==> config.mk <==
export PLATFORM = sky130hd
export DESIGN_NAME = mem_access_stage
export DESIGN_NICKNAME = d
export VERILOG_FILES = /design/src/rtl/mem_pkg.sv /design/src/rtl/load_store_align.sv /design/src/rtl/mem_access_stage.sv
export SDC_FILE = /design/constraint.sdc
export NUM_CORES = 1
export LEC_CHECK = 0
export CORE_MARGIN = 5
export CORE_UTILIZATION = 34
export CTS_CLUSTER_SIZE = 14
export DETAILED_ROUTE_END_ITERATION = 7
export HOLD_SLACK_MARGIN = 0.02
export PLACE_DENSITY = 0.82
export SLEW_MARGIN = 15
export SYNTH_ARGS = -nofsm -noshare
export SYNTH_HDL_FRONTEND = slang
export SYNTH_SLANG_ARGS = --single-unit
export TNS_END_PERCENT = 10
==> constraint.sdc <==
create_clock -name CLK -period 2.1 [get_ports CLK]
set_clock_uncertainty 0.15 [all_clocks]
set_input_delay 0.42 -clock CLK [delete_from_list [all_inputs] [get_ports CLK]]
set_output_delay 0.42 -clock CLK [all_outputs]
set_load 0.1 [all_outputs]
==> src/rtl/mem_pkg.sv <==
// ---------------------------------------------------------------------------
// mem_pkg
// Shared definitions for the memory-access pipeline stage:
//   - state_t      : bus-access FSM states
//   - SZ_*         : access-size codes carried in CtrlM[1:0]
//   - CTRL_*       : bit positions of the fields inside CtrlM
// ---------------------------------------------------------------------------
package mem_pkg;

  typedef enum logic [1:0] {
    IDLE      = 2'd0,
    REQ       = 2'd1,
    WAIT_DATA = 2'd2
  } state_t;

  // Access size codes; 2'b11 is handled exactly like a word access.
  localparam logic [1:0] SZ_BYTE = 2'b00;
  localparam logic [1:0] SZ_HALF = 2'b01;
  localparam logic [1:0] SZ_WORD = 2'b10;

  // CtrlM field positions. Bits above CTRL_UNS carry no meaning here.
  localparam int CTRL_SZ_LO = 0;
  localparam int CTRL_SZ_HI = 1;
  localparam int CTRL_UNS   = 2;

endpackage

==> src/rtl/load_store_align.sv <==
// ---------------------------------------------------------------------------
// load_store_align
// Purely combinational byte-lane logic for a 32-bit little-endian bus.
//
// Ports:
//   size_i       in  2   access size code (SZ_BYTE / SZ_HALF / word)
//   uns_i        in  1   1 = zero-extend loads, 0 = sign-extend
//   addr_i       in  2   low address bits (lane offset)
//   wdata_i      in  32  raw store data (operand in the low bits)
//   rdata_i      in  32  raw word returned by the bus
//   be_o         out 4   store byte enables
//   wdata_o      out 32  store data replicated onto every candidate lane
//   misaligned_o out 1   access crosses its natural alignment
//   rdata_o      out 32  selected and extended load data
// ---------------------------------------------------------------------------
module load_store_align
  import mem_pkg::*;
(
  input  logic [1:0]  size_i,
  input  logic        uns_i,
  input  logic [1:0]  addr_i,
  input  logic [31:0] wdata_i,
  input  logic [31:0] rdata_i,
  output logic [3:0]  be_o,
  output logic [31:0] wdata_o,
  output logic        misaligned_o,
  output logic [31:0] rdata_o
);

  logic [7:0]  lane [4];
  logic [7:0]  sel_byte;
  logic [15:0] sel_half;

  // Split the returned word into its four byte lanes.
  for (genvar gi = 0; gi < 4; gi++) begin : g_lane
    assign lane[gi] = rdata_i[8*gi +: 8];
  end

  assign sel_byte = lane[addr_i];
  // Only even offsets reach a completed half load; addr_i[0] is flagged as
  // misaligned before the bus is touched.
  assign sel_half = addr_i[1] ? {lane[3], lane[2]} : {lane[1], lane[0]};

  // Store side: replicate the operand so whichever lane is enabled already
  // carries the right bytes.
  always_comb begin
    be_o         = 4'b1111;
    wdata_o      = wdata_i;
    misaligned_o = 1'b0;
    case (size_i)
      SZ_BYTE: begin
        be_o    = 4'b0001 << addr_i;
        wdata_o = {4{wdata_i[7:0]}};
      end
      SZ_HALF: begin
        be_o         = 4'b0011 << addr_i;
        wdata_o      = {2{wdata_i[15:0]}};
        misaligned_o = addr_i[0];
      end
      default: begin
        misaligned_o = |addr_i;
      end
    endcase
  end

  // Load side: lane select plus sign/zero extension.
  always_comb begin
    rdata_o = rdata_i;
    case (size_i)
      SZ_BYTE: rdata_o = {{24{~uns_i & sel_byte[7]}}, sel_byte};
      SZ_HALF: rdata_o = {{16{~uns_i & sel_half[15]}}, sel_half};
      default: rdata_o = rdata_i;
    endcase
  end

endmodule

==> src/rtl/mem_access_stage.sv <==
// ---------------------------------------------------------------------------
// mem_access_stage
// Memory stage of the pipelined CPU. Takes the EX/MEM outputs (...M),
// performs data-memory accesses over a req/gnt/rvalid bus, and registers the
// results into the MEM/WB boundary (...W). State updates on the falling edge
// of CLK so the stage lines up with the surrounding pipeline registers.
//
// Ports:
//   CLK, RST_N                 clock (falling edge active), async low reset
//   PCSrcM, RegWriteM,
//   MemToRegM, MemWriteM       control from EX/MEM
//   WA3M [4:0]                 destination register
//   ALUOutM, WriteDataM        address / ALU result, store data
//   CtrlM [6:0]                [1:0] size, [2] unsigned load
//   MemReq, MemWe, MemAddr,
//   MemWData, MemBe            bus request side
//   MemGnt, MemRValid, MemRData bus response side
//   StallM                     access outstanding, freeze upstream stages
//   BusErrM                    one-cycle pulse: misaligned access or timeout
//   PCSrcW, RegWriteW,
//   MemToRegW, WA3W,
//   ALUOutW, ReadDataW         registered results towards WB
// ---------------------------------------------------------------------------
module mem_access_stage
  import mem_pkg::*;
#(
  parameter int SIZE    = 32,
  parameter int TIMEOUT = 16
) (
  input  logic            CLK,
  input  logic            RST_N,
  input  logic            PCSrcM,
  input  logic            RegWriteM,
  input  logic            MemToRegM,
  input  logic            MemWriteM,
  input  logic [4:0]      WA3M,
  input  logic [SIZE-1:0] ALUOutM,
  input  logic [SIZE-1:0] WriteDataM,
  input  logic [6:0]      CtrlM,
  output logic            MemReq,
  output logic            MemWe,
  output logic [SIZE-1:0] MemAddr,
  output logic [SIZE-1:0] MemWData,
  output logic [3:0]      MemBe,
  input  logic            MemGnt,
  input  logic            MemRValid,
  input  logic [SIZE-1:0] MemRData,
  output logic            StallM,
  output logic            BusErrM,
  output logic            PCSrcW,
  output logic            RegWriteW,
  output logic            MemToRegW,
  output logic [4:0]      WA3W,
  output logic [SIZE-1:0] ALUOutW,
  output logic [SIZE-1:0] ReadDataW
);

  localparam int CW = $clog2(TIMEOUT + 1);

  state_t          state_q, state_d;
  logic [CW-1:0]   cnt_q, cnt_d;

  logic            pcsrc_w_q, pcsrc_w_d;
  logic            regwrite_w_q, regwrite_w_d;
  logic            memtoreg_w_q, memtoreg_w_d;
  logic [4:0]      wa3_w_q, wa3_w_d;
  logic [SIZE-1:0] aluout_w_q, aluout_w_d;
  logic [SIZE-1:0] readdata_w_q, readdata_w_d;

  logic            mem_op;
  logic            timed_out;
  logic            req;
  logic            stall;
  logic            bus_err;
  logic            capture;
  logic            load_done;

  logic [3:0]      st_be;
  logic [31:0]     st_wdata;
  logic            misaligned;
  logic [31:0]     ld_data;

  logic            unused_ctrl;
  assign unused_ctrl = ^CtrlM[6:3];

  assign mem_op    = MemWriteM | MemToRegM;
  assign timed_out = (cnt_q == CW'(TIMEOUT));

  load_store_align u_align (
    .size_i       (CtrlM[CTRL_SZ_HI:CTRL_SZ_LO]),
    .uns_i        (CtrlM[CTRL_UNS]),
    .addr_i       (ALUOutM[1:0]),
    .wdata_i      (WriteDataM),
    .rdata_i      (MemRData),
    .be_o         (st_be),
    .wdata_o      (st_wdata),
    .misaligned_o (misaligned),
    .rdata_o      (ld_data)
  );

  // Next-state and Mealy outputs. "capture" means the W registers take the
  // M inputs on the coming edge; otherwise they take a bubble.
  always_comb begin
    state_d   = state_q;
    cnt_d     = cnt_q;
    req       = 1'b0;
    stall     = 1'b0;
    bus_err   = 1'b0;
    capture   = 1'b0;
    load_done = 1'b0;

    case (state_q)
      IDLE: begin
        if (!mem_op) begin
          capture = 1'b1;
        end else if (misaligned) begin
          bus_err = 1'b1;
        end else begin
          req = 1'b1;
          if (MemGnt) begin
            if (MemWriteM) begin
              capture = 1'b1;
            end else begin
              stall   = 1'b1;
              state_d = WAIT_DATA;
            end
          end else begin
            stall   = 1'b1;
            state_d = REQ;
          end
        end
      end

      REQ: begin
        if (timed_out) begin
          bus_err = 1'b1;
          state_d = IDLE;
        end else begin
          req = 1'b1;
          if (MemGnt) begin
            // A same-cycle MemRValid is deliberately ignored here; data for a
            // load is only accepted once the grant has moved us on.
            if (MemWriteM) begin
              capture = 1'b1;
              state_d = IDLE;
            end else begin
              stall   = 1'b1;
              state_d = WAIT_DATA;
            end
          end else begin
            stall = 1'b1;
            cnt_d = cnt_q + CW'(1);
          end
        end
      end

      WAIT_DATA: begin
        if (timed_out) begin
          bus_err = 1'b1;
          state_d = IDLE;
        end else if (MemRValid) begin
          capture   = 1'b1;
          load_done = 1'b1;
          state_d   = IDLE;
        end else begin
          stall = 1'b1;
          cnt_d = cnt_q + CW'(1);
        end
      end

      default: begin
        state_d = IDLE;
      end
    endcase

    // The timeout counter measures time spent in the current state only.
    if (state_d != state_q) begin
      cnt_d = '0;
    end
  end

  always_comb begin
    pcsrc_w_d    = capture & PCSrcM;
    regwrite_w_d = capture & RegWriteM;
    memtoreg_w_d = capture & MemToRegM;
    wa3_w_d      = capture ? WA3M : 5'd0;
    aluout_w_d   = capture ? ALUOutM : '0;
    readdata_w_d = load_done ? ld_data : '0;
  end

  always_ff @(negedge CLK or negedge RST_N) begin
    if (!RST_N) begin
      state_q      <= IDLE;
      cnt_q        <= '0;
      pcsrc_w_q    <= 1'b0;
      regwrite_w_q <= 1'b0;
      memtoreg_w_q <= 1'b0;
      wa3_w_q      <= 5'd0;
      aluout_w_q   <= '0;
      readdata_w_q <= '0;
    end else begin
      state_q      <= state_d;
      cnt_q        <= cnt_d;
      pcsrc_w_q    <= pcsrc_w_d;
      regwrite_w_q <= regwrite_w_d;
      memtoreg_w_q <= memtoreg_w_d;
      wa3_w_q      <= wa3_w_d;
      aluout_w_q   <= aluout_w_d;
      readdata_w_q <= readdata_w_d;
    end
  end

  // The Mealy outputs are qualified with RST_N so a request or error pulse
  // vanishes the moment reset asserts, whatever the M inputs are doing.
  assign MemReq   = req & RST_N;
  assign MemWe    = req & RST_N & MemWriteM;
  assign StallM   = stall & RST_N;
  assign BusErrM  = bus_err & RST_N;
  assign MemAddr  = {ALUOutM[SIZE-1:2], 2'b00};
  assign MemBe    = MemWriteM ? st_be : 4'b1111;
  assign MemWData = st_wdata;

  assign PCSrcW    = pcsrc_w_q;
  assign RegWriteW = regwrite_w_q;
  assign MemToRegW = memtoreg_w_q;
  assign WA3W      = wa3_w_q;
  assign ALUOutW   = aluout_w_q;
  assign ReadDataW = readdata_w_q;

endmodule

# == Word level (Yosys, flattened, before mapping) ==
# Index checks and enable logic that the tools add are counted.
# W data, S select, Z words.
# totals
register_bits,79
wordCells,92
inputBits,116
out_inout_bits,144
# op_classes
shift,2
n_bitwise,12
mux,53
order_cmp,1
add_sub_neg,1
n_eq_ne,9
n_reduce_logical,6
# ops
cell,n
$pmux W32 S2,2
$mux W32,2
$mux W5,6
$mux W1,21
$mux W2,9
$bmux W8 S2,1
$mux W16,1
$mux W8,2
$ne A3 B3 Y1 const B,4
$pmux W5 S2,1
$and A1 B1 Y1,9
$pmux W4 S2,1
$pmux W1 S2,3
$pmux W1 S3,2
$pmux W2 S3,1
$add A5 B1 Y5 const B,1
$eq A5 B5 Y1 const B,1
$reduce_and A5 Y1,1
$eq A2 B1 Y1 const B,2
$logic_not A2 Y1,2
$mux W4,1
$reduce_or A2 Y1,2
$shl A1 B2 Y4 const A,1
$shl A2 B2 Y4 const A,1
7 further kinds,7

# == Depth between registers and ports, before layout ==
# Gate-level depths: netlist of run 1.
# logic_depth
depth_word,8
mapped_depth,8
mapped_depth_nobuf,7

# == Hierarchy ==
# From an unflattened synthesis of run 1, not the netlist that was laid out.
# unflattened
cells_unflattened,475
hier_area_um2,4850.9
# by_module_without_submodules
module,n_inst,area_per_inst_um2,cells_each,seq_area_each_um2
mem_access_stage,1,3473.3,277,1976.9
load_store_align,1,1377.6,198,0.0

==> results of run 1 <==
[metal layers]
| metal | wire [um] | vias to the layer above |
|---|---|---|
| met5 | 0 | - |
| met4 | 649 | 0 |
| met3 | 1480 | 42 |
| met2 | 10000 | 253 |
| met1 | 6341 | 2145 |
| li1 | - | 1990 |
[logic make-up after synthesis]
| group | after synthesis | share of synthesized area |
|---|---|---|
| AOI/OAI and AO/OA | 83 | 0.1346 |
| xor gates and xnor gates | 3 | 0.006326 |
| adders and majority gates | 6 | 0.01807 |
| buffers and inverters | 92 | 0.1250 |
| DFF | 79 | 0.4759 |
| muxes | 29 | 0.07771 |
| other | 1 | 0.0009027 |
| and+or+nand+nor | 127 | 0.1614 |
[sequential cells by signal, summed over array words and instances (netlist names)]
name / count
ReadDataW: 32
ALUOutW: 32
MemToRegW: 1
PCSrcW: 1
cnt_q: 5
state_q: 2
RegWriteW: 1
WA3W: 5
[power by group through the flow]
stage | Combinational [mW] | Sequential, mW | Clock, mW
after floorplan | 1.62 | 4.07 | 0
after global placement | 5.94 | 2.14 | 0
after detailed placement | 6.07 | 2.17 | 0
after CTS | 6.43 | 2.16 | 1.82
after global routing | 6.74 | 2.18 | 1.89
final | 6.55 | 2.16 | 1.80
[cells in the final DEF (no fill, tap or decap), drive strengths merged, types with 12 or more instances in the layout]
cell type,netlist,routed
dfrtn,79,79
buf,46,250
mux2,16,16
inv,30,30
and2,43,43
a21oi,27,27
nor2,14,17
mux2i,12,12
nand2,41,41
o21ai,28,28
clkbuf,16,14
clkdlybuf4s50,0,96
[worst max path at each step]
stage | endpoint | cells after the start
6_report | StallM | 8
4_1_cts | StallM | 8
5_1_grt | StallM | 8
3_3_place_gp | WA3W[2] | 6
2_1_floorplan | StallM | 7
3_5_place_dp | RegWriteW | 6
[worst max-delay path, stage by stage, from the launching register on]
cell      delay, ps
dfrtn_1         420
inv_2            60
ha_4            160
and4bb_4        230
nor2_4          130
buf_6           110
a21oi_2          40
nor2_4          110
buf_12          180
[final cells by class]
class	count	area (sq um)	share of cell area
timing repair buffer	353	4848	0.5060
tap	147	183.9	0.01920
inverter	30	112.6	0.01175
sequential	79	1977	0.2063
antenna	1	2.502	0.0002612
clock buffer	13	250.2	0.02612
multi-input combinational	253	2117	0.2209
clock inverter	3	90.09	0.009402
[repair_timing]
action	4_1_cts	5_1_grt
endpoints found under the hold margin	0	0
gates cloned	3	0
pin swaps	47	19
endpoints found under the setup margin	183	177
gates resized for setup	103	31
buffers inserted	5	2
==> qor.csv, run 1 <==
stage;metric;value;unit
run_status;status;finished with violations;
run_status;violated checks;setup timing;
power;VDD IR max;0.5269;mV
die;Die ar.;14530;sq um
global_route;total track usage;0.2495;
power;total design power;10.51;mW
clocking;clock-pin slew on the worst setup and hold paths;40;ps
power;Sw Share;0.4713;
worst_setup_path;CP Class;register to primary output;
worst_setup_path;Worst Setup SP;cnt_q[0];
route;drt via density;5.040;
finish;layout cells sized above 1;0.5034;
worst_setup_path;critical-path maximum fanout;4;
power;Leak Pwr;4.433;nW
min_path;hold depth;4;
worst_setup_path;worst reg-to-reg setup slack;-170;ps
synthesis;count leader, synth;dfrtn_1;
clocking;CTS H-Tree Depth;3;
clocking;CTS tree;yes;
power;Reg power frac;0.206;
route;DR vias;4430;
route;DRC Markers;0;
finish;Post-Layout Cell Count;879;
min_path;Hold Path Class;register to register;
global_route;first-pass GRT wire length;27910;um
finish;Layout fillers;686;
timing;Final WS setup;-1279;ps
worst_setup_path;Setup crit end kind;primary output;
timing;Setup TNS;-78920;ps
power;Gate power share;0.624;
route;post-DR wirelength/cell;21.01;um
finish;post-route design area;9582;sq um
worst_setup_path;Req. time, crit path;1530;ps
synthesis;Ys Warns;0;
timing;Final setup viols;173;
worst_setup_path;RR Endpoint;cnt_q[2];
global_route;met2 usage;0.4789;
die;die height;120.5;um
timing;worst hold margin;494.4;ps
global_route;GR Layer Usage met3;0.06595;
timing;RSZ-0062 raised after global routing;yes;
synthesis;Post-Syn Area;4154;sq um
global_route;met1 Use GR;0.2530;
die;Horiz. Die Dim;120.5;um
finish;Nets;848;
place;IO Port Bufs;253;
synthesis;top cell type's share of synthesized area;0.4759;
route;DRT Wirelength;18470;um
clocking;clock latency on the worst-skew pair;330;ps
synthesis;Seq/Total Area, Yosys;0.4759;
synthesis;FF+latch count, synth;79;
clocking;Sink Count;79;
min_path;HP Start;cnt_q[1];
die;core area;12010;sq um
synthesis;top post-synthesis cells by area;dfrtn_1, buf_4, and2_1, mux2_2, nand2_1;
place;Post-Place Setup Slack;-1812;ps
clocking;TritonCTS Buffers;9;
route;1st-pass router iterations;4;
worst_setup_path;Critical Path AT;2810;ps
power;Pint;5.556;mW
global_route;largest net degree at the start of global routing;36;
min_path;Hold Path Sink;cnt_q[1];
global_route;vias in the first global route;5020;
synthesis;Mean Syn Cell Area;9.890;sq um
finish;post-layout util;0.7977;
global_route;GRT Max-Usage Layer;met2;
power;Power Density;1097;nW/um^2
worst_setup_path;Critical Path Source Type;register;
die;I/O pins;260;
die;row count;40;
worst_setup_path;worst r2r src;state_q[1];
die;Starting Density;0.3458;
route;initial drt markers;275;
place;placed cell area;8812;sq um
global_route;initial antenna violation count;0;
place;Final GP Congestion;0.9562;
worst_setup_path;r2r worst-path depth;8;
synthesis;Cells after Synth;420;
clocking;hold_buf cts;0;
power;NetSw;4.954;mW
place;dpl hpwl;14130;um
timing;Hold Vio Cnt, Final;0;
synthesis;number of synthesized flops with an enable pin;0;
place;DP Cell Count;852;
run;max-cap violations;0;
finish;Layout area overhead;130.7;%
synthesis;fraction of registers with async set/reset;1.000;
synthesis;most frequent cells after synthesis;dfrtn_1, and2_1, nand2_1;
timing;Pins Over Slew Limit;0;
synthesis;top_reg_cell synth;dfrtn_1;
clocking;Root Driver;clkbuf_16;
synthesis;Synth area leader;dfrtn_1;
power;Clk pwr share;0.171;
synthesis;Yosys cell types;47;
clocking;Bufs on Longest Clock Path;2;
route;DRT antenna net count;0;
global_route;GRT Residual Overflow;0;
No activity file was read; power rests on OpenSTA's default activity.
==> run 2: changes to the inputs <==
- CORE_UTILIZATION: 34 -> 40
- CTS_CLUSTER_SIZE: 14 -> 24
- PLACE_DENSITY: 0.82 -> 0.9
- clock period: 2.1 -> 3.95 ns (I/O delays scaled with it)
==> run 2 against run 1 <==
  * Die area decreased by 14%
  * First-iteration DRC count increased by 11%
  * Clock power decreased by 70%
  * Non-clock buffer count decreased by 34
  * Cell area decreased by 13%
  * Sequential power decreased by 47%
  * Hold slack improved by 31 ps
  * Final cell count decreased by 5.5%
  * Wire length decreased by 6.7%
  * Highest routed layer unchanged
  * The run still ends with setup timing left
  * Register-to-register slack improved by 1900 ps
==> qor.csv, run 2 (synthesis gave the netlist of run 1 again) <==
stage;metric;value;unit;change
place;Final GP Congestion;0.9395;;-1.7%
die;row count;37;;-7.5%
finish;Layout fillers;521;;-24%
die;I/O pins;260;;unchanged
clocking;TritonCTS Buffers;9;;unchanged
worst_setup_path;r2r worst-path depth;8;;unchanged
worst_setup_path;Buf/Inv on CP;2;;-1
power;Leak Pwr;3.880;nW;-12%
route;post-DR wirelength/cell;20.74;um;-1.3%
worst_setup_path;CP Class;register to primary output;;
worst_setup_path;Critical Path, Cell by Cell;inv_2, ha_4, nand4bb_1, nand2_2, o21ai_4, and3_4, buf_12;;
global_route;initial antenna violation count;0;;unchanged
finish;register area;1977;sq um;unchanged
worst_setup_path;RR Endpoint;cnt_q[2];;
finish;Post-Layout Cell Count;831;;-5.5%
route;1st-pass router iterations;5;;+1
worst_setup_path;Worst Setup SP;cnt_q[1];;
power;VDD IR max;0.4202;mV;-20%
route;drt via density;5.253;;+4.2%
worst_setup_path;critical-path maximum fanout;3;;-1
finish;post-route design area;8312;sq um;-13%
clocking;hold_buf cts;0;;unchanged
place;IO Port Bufs;253;;unchanged
finish;Nets;813;;-4.1%
worst_setup_path;Critical Path AT;3720;ps;+910 ps
route;DR vias;4365;;-1.5%
worst_setup_path;worst r2r src;state_q[0];;
timing;worst hold margin;525.1;ps;+30.66 ps
global_route;largest net degree at the start of global routing;58;;+61%
power;Gate power share;0.665;;+0.041
finish;most frequent cells in the layout;buf_4, buf_12, clkdlybuf4s50_1;;
die;die height;111.9;um;-7.2%
power;Clk pwr share;0.108;;-0.063
clocking;Sink Count;79;;unchanged
clocking;clock-pin slew on the worst setup and hold paths;60;ps;+20 ps
power;Reg power frac;0.227;;+0.021
global_route;GRT Residual Overflow;0;;unchanged
worst_setup_path;crit path capture;MemWe;;
global_route;first-pass GRT wire length;26160;um;-6.3%
clocking;CTS tree;yes;;
timing;Final setup viols;34;;-80%
clocking;clock latency on the worst-skew pair;340;ps;about the same
route;DRT antenna net count;0;;unchanged
finish;layout cells sized above 1;0.4374;;-0.06601
route;initial drt markers;305;;+11%
finish;multi-input logic area;1887;sq um;-11%
finish;antenna fix cells;0;;-1
worst_setup_path;Req. time, crit path;3010;ps;+1480 ps
clocking;CTS H-Tree Depth;3;;unchanged
place;DP Cell Count;803;;-5.8%
run_status;status;finished with violations;;
worst_setup_path;cell family with most CP delay;simple AND/OR/NAND/NOR gates;;
timing;Pins Over Slew Limit;0;;unchanged
run_status;violated checks;setup timing;;
timing;Final WS setup;-713.7;ps;+565.7 ps
die;Die ar.;12520;sq um;-14%
power;NetSw;2.558;mW;-48%
global_route;vias in the first global route;4686;;-6.7%
die;Horiz. Die Dim;111.9;um;-7.2%
clocking;Root Driver;clkbuf_8;;
route;DRT Wirelength;17240;um;-6.7%
power;Power Density;603.5;nW/um^2;-45%
min_path;Hold Path Class;register to register;;
place;dpl hpwl;12760;um;-9.7%
clocking;Bufs on Longest Clock Path;2;;unchanged
worst_setup_path;Crit path depth;7;;-1
timing;RSZ-0062 raised after global routing;yes;;
power;Pint;2.458;mW;-56%
place;placed cell area;7776;sq um;-12%
die;Starting Density;0.4060;;+0.06018
timing;Hold Vio Cnt, Final;0;;unchanged
run;max-cap violations;0;;unchanged
route;DRC Markers;0;;unchanged
worst_setup_path;worst reg-to-reg setup slack;1700;ps;+1870 ps
finish;Layout area overhead;100.1;%;
worst_setup_path;CP max-delay cell;dfrtn_1;;
global_route;total track usage;0.2669;;+0.01738
power;Sw Share;0.5100;;+0.03866
die;core area;10230;sq um;-15%
worst_setup_path;Setup crit end kind;primary output;;
worst_setup_path;CP max stage delay;430;ps;about the same
worst_setup_path;Critical Path Source Type;register;;
## run 2: cell count changes in the layout (fill, tap and decap cells not counted), sizes merged
| cell | previous run | this run |
|---|---|---|
| buf | 250 | 211 |
| clkdlybuf4s15 | 4 | 8 |
| bufinv | 3 | 0 |
| clkinv | 0 | 3 |
| clkdlybuf4s50 | 96 | 98 |
| dlymetal6s2s | 2 | 0 |
| clkbuf | 14 | 13 |
| diode | 1 | 0 |
| dlygate4sd2 | 0 | 1 |
| nor2 | 17 | 16 |
## run 2: power by group through the flow
stage / Combinational [mW] / Sequential, mW / Clock [mW]
final: 3.33 / 1.14 / 0.542
after global routing: 3.43 / 1.15 / 0.588
after CTS: 3.28 / 1.14 / 0.550
after detailed placement: 3.10 / 1.15 / 0
after global placement: 3.03 / 1.14 / 0
after floorplan: 0.842 / 2.16 / 0
## run 2: final cells by class
type / instances / share of cell area
Clock buffer: 12 / 0.01867
Inverter: 30 / 0.01355
Clock inverter: 3 / 0.002258
Sequential cell: 79 / 0.2378
Multi-Input combinational cell: 252 / 0.2270
Tap cell: 136 / 0.02047
Timing Repair Buffer: 319 / 0.4802
## run 2: worst min-delay path by stage
stage | depth (start not counted) | end | startpoint | slack [ps]
floorplan | 3 | cnt_q[0] | cnt_q[0] | 380
global placement | 4 | cnt_q[0] | cnt_q[0] | 470
detailed placement | 4 | cnt_q[0] | cnt_q[0] | 500
CTS | 4 | cnt_q[1] | cnt_q[0] | 510
global route | 3 | cnt_q[3] | cnt_q[3] | 580
finish | 4 | cnt_q[1] | cnt_q[0] | 530
## run 2: routing by layer
metal | track usage | routed length, um | vias up
met5 | 0 | 0 | -
met4 | 0.1119 | 845 | 0
met3 | 0.07826 | 1516 | 63
met2 | 0.4888 | 9048 | 292
met1 | 0.2843 | 5827 | 2091
li1 | - | - | 1919
## run 2: through the flow
step           setup TNS (ps)    util  setup WS, ps  total power, mW
2_1_floorplan          -15820       -        -552.1            3.005
3_3_place_gp           -74030  0.7601         -1125            4.168
3_5_place_dp           -81590  0.7601         -1255            4.254
4_1_cts                 -3446  0.8018        -690.4            4.968
5_1_grt                 -5641  0.8124        -789.1            5.168
6_report                -4299  0.8124        -713.7            5.016
## run 2: what timing repair did
item	CTS	global route
pin swaps	26	10
buffers inserted	8	2
setup endpoints to repair	83	68
gates resized for setup	77	16
cloned	2	1
## run 2: tightest hold or removal path, delay by kind of cell, from the launching register on
kind,cells,cell delay [ps]
flops,1,350
fa+ha+maj,1,130
simple gates,1,120
buf+inv,1,80
mux,1,60
==> run 3: changes to the inputs <==
- CORE_UTILIZATION: 40 -> 43
- PLACE_DENSITY: 0.9 -> 0.91
- SYNTH_HIERARCHICAL: default -> 1
==> run 3 against run 2 <==
  * The flow still finishes with violations (setup timing)
  * Clock power is 58% higher
  * Clock-buffer cell count shrank 1
  * Combinational power is 1% lower
  * Synthesized area grew 17%
  * Utilization rose by 3.8 points
  * Critical endpoint is now StallM
  * Largest cell class unchanged
==> qor.csv, run 3 <==
stage;metric;value;unit;change
run_status;status;finished with violations;;
run_status;violated checks;setup timing;;
place;IO Port Bufs;253;;unchanged
route;initial drt markers;646;;+110%
synthesis;FF+latch count, synth;79;;unchanged
power;Pint;2.725;mW;+11%
global_route;first-pass GRT wire length;31510;um;+20%
clocking;CTS tree;yes;;
timing;Final setup viols;66;;+94%
min_path;HP Start;cnt_q[1];;
min_path;hold depth;4;;unchanged
worst_setup_path;worst r2r src;state_q[0];;
timing;Hold Vio Cnt, Final;0;;unchanged
synthesis;Ys Warns;6;;+6
worst_setup_path;CP max-delay cell;dfrtn_1;;
finish;Layout area overhead;91.75;%;
route;drt via density;5.871;;+12%
synthesis;Yosys cell types;53;;+13%
synthesis;Synth area leader;dfrtn_1;;
synthesis;count leader, synth;dfrtn_1;;
worst_setup_path;Crit path depth;6;;-1
synthesis;Seq/Total Area, Yosys;0.4075;;-0.06837
clocking;TritonCTS Buffers;9;;unchanged
worst_setup_path;Critical Path Source Type;register;;
timing;Final WS setup;-772.3;ps;-58.65 ps
power;VDD IR max;0.4308;mV;+2.5%
power;Reg power frac;0.208;;-0.019
worst_setup_path;Worst Setup SP;state_q[1];;
global_route;total track usage;0.3068;;+0.03992
synthesis;number of synthesized flops with an enable pin;0;;unchanged
finish;post-layout util;0.8506;;+0.03817
die;Die ar.;13500;sq um;+7.8%
route;1st-pass router iterations;5;;unchanged
global_route;vias in the first global route;5592;;+19%
clocking;clock-pin slew on the worst setup and hold paths;50;ps;about the same
synthesis;fraction of registers with async set/reset;1.000;;unchanged
finish;most frequent cells in the layout;buf_4, buf_12, clkdlybuf4s50_1;;
route;post-DR wirelength/cell;24.32;um;+17%
die;I/O pins;260;;unchanged
clocking;hold_buf cts;0;;unchanged
place;Post-Place Setup Slack;-898.3;ps;+356.4 ps
worst_setup_path;CP max stage delay;430;ps;about the same
die;die height;116.2;um;+3.8%
worst_setup_path;CP Class;register to primary output;;
die;row count;38;;+2.7%
worst_setup_path;critical-path maximum fanout;3;;unchanged
global_route;initial antenna violation count;1;;+1
synthesis;top post-synthesis cells by area;dfrtn_1, buf_4, nor3b_2, and2_1, nor3b_1;;
route;DRT Wirelength;21910;um;+27%
worst_setup_path;Req. time, crit path;3010;ps;about the same
timing;RSZ-0062 raised after global routing;yes;;
place;Final GP Congestion;0.9756;;+3.8%
synthesis;Mean Syn Cell Area;10.21;sq um;+3.3%
power;Clk pwr share;0.164;;+0.056
clocking;Sink Count;79;;unchanged
route;DR vias;5290;;+21%
die;Horiz. Die Dim;116.2;um;+3.8%
route;DRC Markers;0;;unchanged
route;DRT antenna net count;0;;unchanged
timing;Pins Over Slew Limit;0;;unchanged
clocking;CTS H-Tree Depth;3;;unchanged
global_route;largest net degree at the start of global routing;83;;+43%
worst_setup_path;Setup crit end kind;primary output;;
clocking;Root Driver;clkbuf_16;;
synthesis;Cells after Synth;475;;+13%
clocking;Bufs on Longest Clock Path;2;;unchanged
global_route;GRT Residual Overflow;0;;unchanged
timing;worst hold margin;512.9;ps;-12.18 ps
synthesis;top_reg_cell synth;dfrtn_1;;
finish;layout cells sized above 1;0.4677;;+0.03031
timing;Worst slew margin;0.5441;;
power;Power Density;563.3;nW/um^2;-6.7%
power;Gate power share;0.629;;-0.036
worst_setup_path;Critical Path AT;3780;ps;+60 ps
place;dpl hpwl;14600;um;+14%
synthesis;Post-Syn Area;4851;sq um;+17%
power;Leak Pwr;4.257;nW;+9.7%
power;Sw Share;0.4799;;-0.03012
run;max-cap violations;0;;unchanged
power;NetSw;2.514;mW;-1.7%
die;Starting Density;0.4436;;+0.03758
min_path;Hold Path Class;register to register;;
timing;worst-margin pin slew;682.4;ps;
clocking;clock latency on the worst-skew pair;340;ps;about the same
worst_setup_path;Buf/Inv on CP;2;;unchanged
worst_setup_path;r2r worst-path depth;9;;+1
finish;Nets;876;;+7.7%
finish;leading cell type in the layout, fill and taps excluded;buf_4;;
synthesis;top cell type's share of synthesized area;0.4075;;-0.06837
die;core area;10940;sq um;+6.9%
worst_setup_path;Critical Path, Cell by Cell;buf_4, ha_2, nor2b_4, a2bb2oi_2, nor3b_4, buf_12;;
synthesis;most frequent cells after synthesis;dfrtn_1, buf_4, nand2_1;;
worst_setup_path;cell family with most CP delay;flip-flops;;
run 3: cell count changes in the layout (fill, tap and decap cells not counted), sizes merged, moves of 12 or more:
cell and delta:
nor3b +42, o21ai -12, buf +23, inv -21, clkdlybuf4s50 -12, a21oi +12
run 3: worst register-to-register path: stages, from the launching register on:
cell and delay, ps:
dfrtn_1 430, inv_1 100, ha_2 220, buf_4 180, a22o_1 260, a221oi_4 310
buf_6 160, buf_6 110, buf_16 130, nor3b_1 60
run 3: cell type report:
class | count | area [sq um]
well taps | 140 | 175.2
clock inverters | 5 | 57.56
multi-input cells | 314 | 2613
repair buffers | 341 | 4198
fillers | 537 | 1634
inverters | 9 | 33.78
diodes | 2 | 5.005
clock buffers | 11 | 242.7
flip-flops and latches | 79 | 1977
run 3: logic make-up after synthesis:
group,after synthesis,share of synthesized area
flops,79,0.4075
mux,28,0.07764
buf+inv,84,0.1104
other cells,1,0.0007731
xor+xnor,4,0.007223
fa+ha+maj,6,0.01548
compound gates,107,0.1581
simple gates,166,0.2229
run 3: worst paths after layout:
kind                                 end  slack [ps]
max reg2reg                  ALUOutW[23]        1670
min                             cnt_q[1]         510
max in group asynchronous     state_q[0]        1070
max                               StallM        -770
min in group asynchronous  ReadDataW[31]        2160
min reg2reg                     cnt_q[1]         510
run 3: per-stage QoR:
step / std cells / setup TNS, ps / cell area (sq um) / power (mW)
2_1_floorplan: 476 / -34970 / 4954 / 2.923
6_report: 901 / -7447 / 9301 / 5.239
5_1_grt: 900 / -10360 / 9299 / 5.368
4_1_cts: 898 / -8291 / 9154 / 5.148
3_3_place_gp: 868 / -64700 / 8531 / 3.981
3_5_place_dp: 868 / -68440 / 8531 / 4.065
run 3: what timing repair did:
| action | in CTS | in global routing |
|---|---|---|
| resized for setup | 63 | 56 |
| cloned | 5 | 0 |
| setup endpoints to repair | 84 | 85 |
| pin swaps | 15 | 9 |
| buffers inserted | 9 | 3 |
run 3: power by group through the flow:
| stage | Clock, mW | Sequential [mW] | Combinational, mW |
|---|---|---|---|
| after floorplan | 0 | 1.92 | 1.01 |
| after global placement | 0 | 1.09 | 2.89 |
| after detailed placement | 0 | 1.10 | 2.97 |
| after CTS | 0.852 | 1.08 | 3.21 |
| after global routing | 0.888 | 1.10 | 3.38 |
| final | 0.859 | 1.09 | 3.29 |
run 3: per-layer routing:
metal / part of all wire / global-route usage / wire (um)
met5: 0 / 0 / 0
met3: 0.11 / 0.08497 / 2475
met1: 0.31 / 0.3112 / 6818
met4: 0.058 / 0.1570 / 1276
met2: 0.52 / 0.5719 / 11340
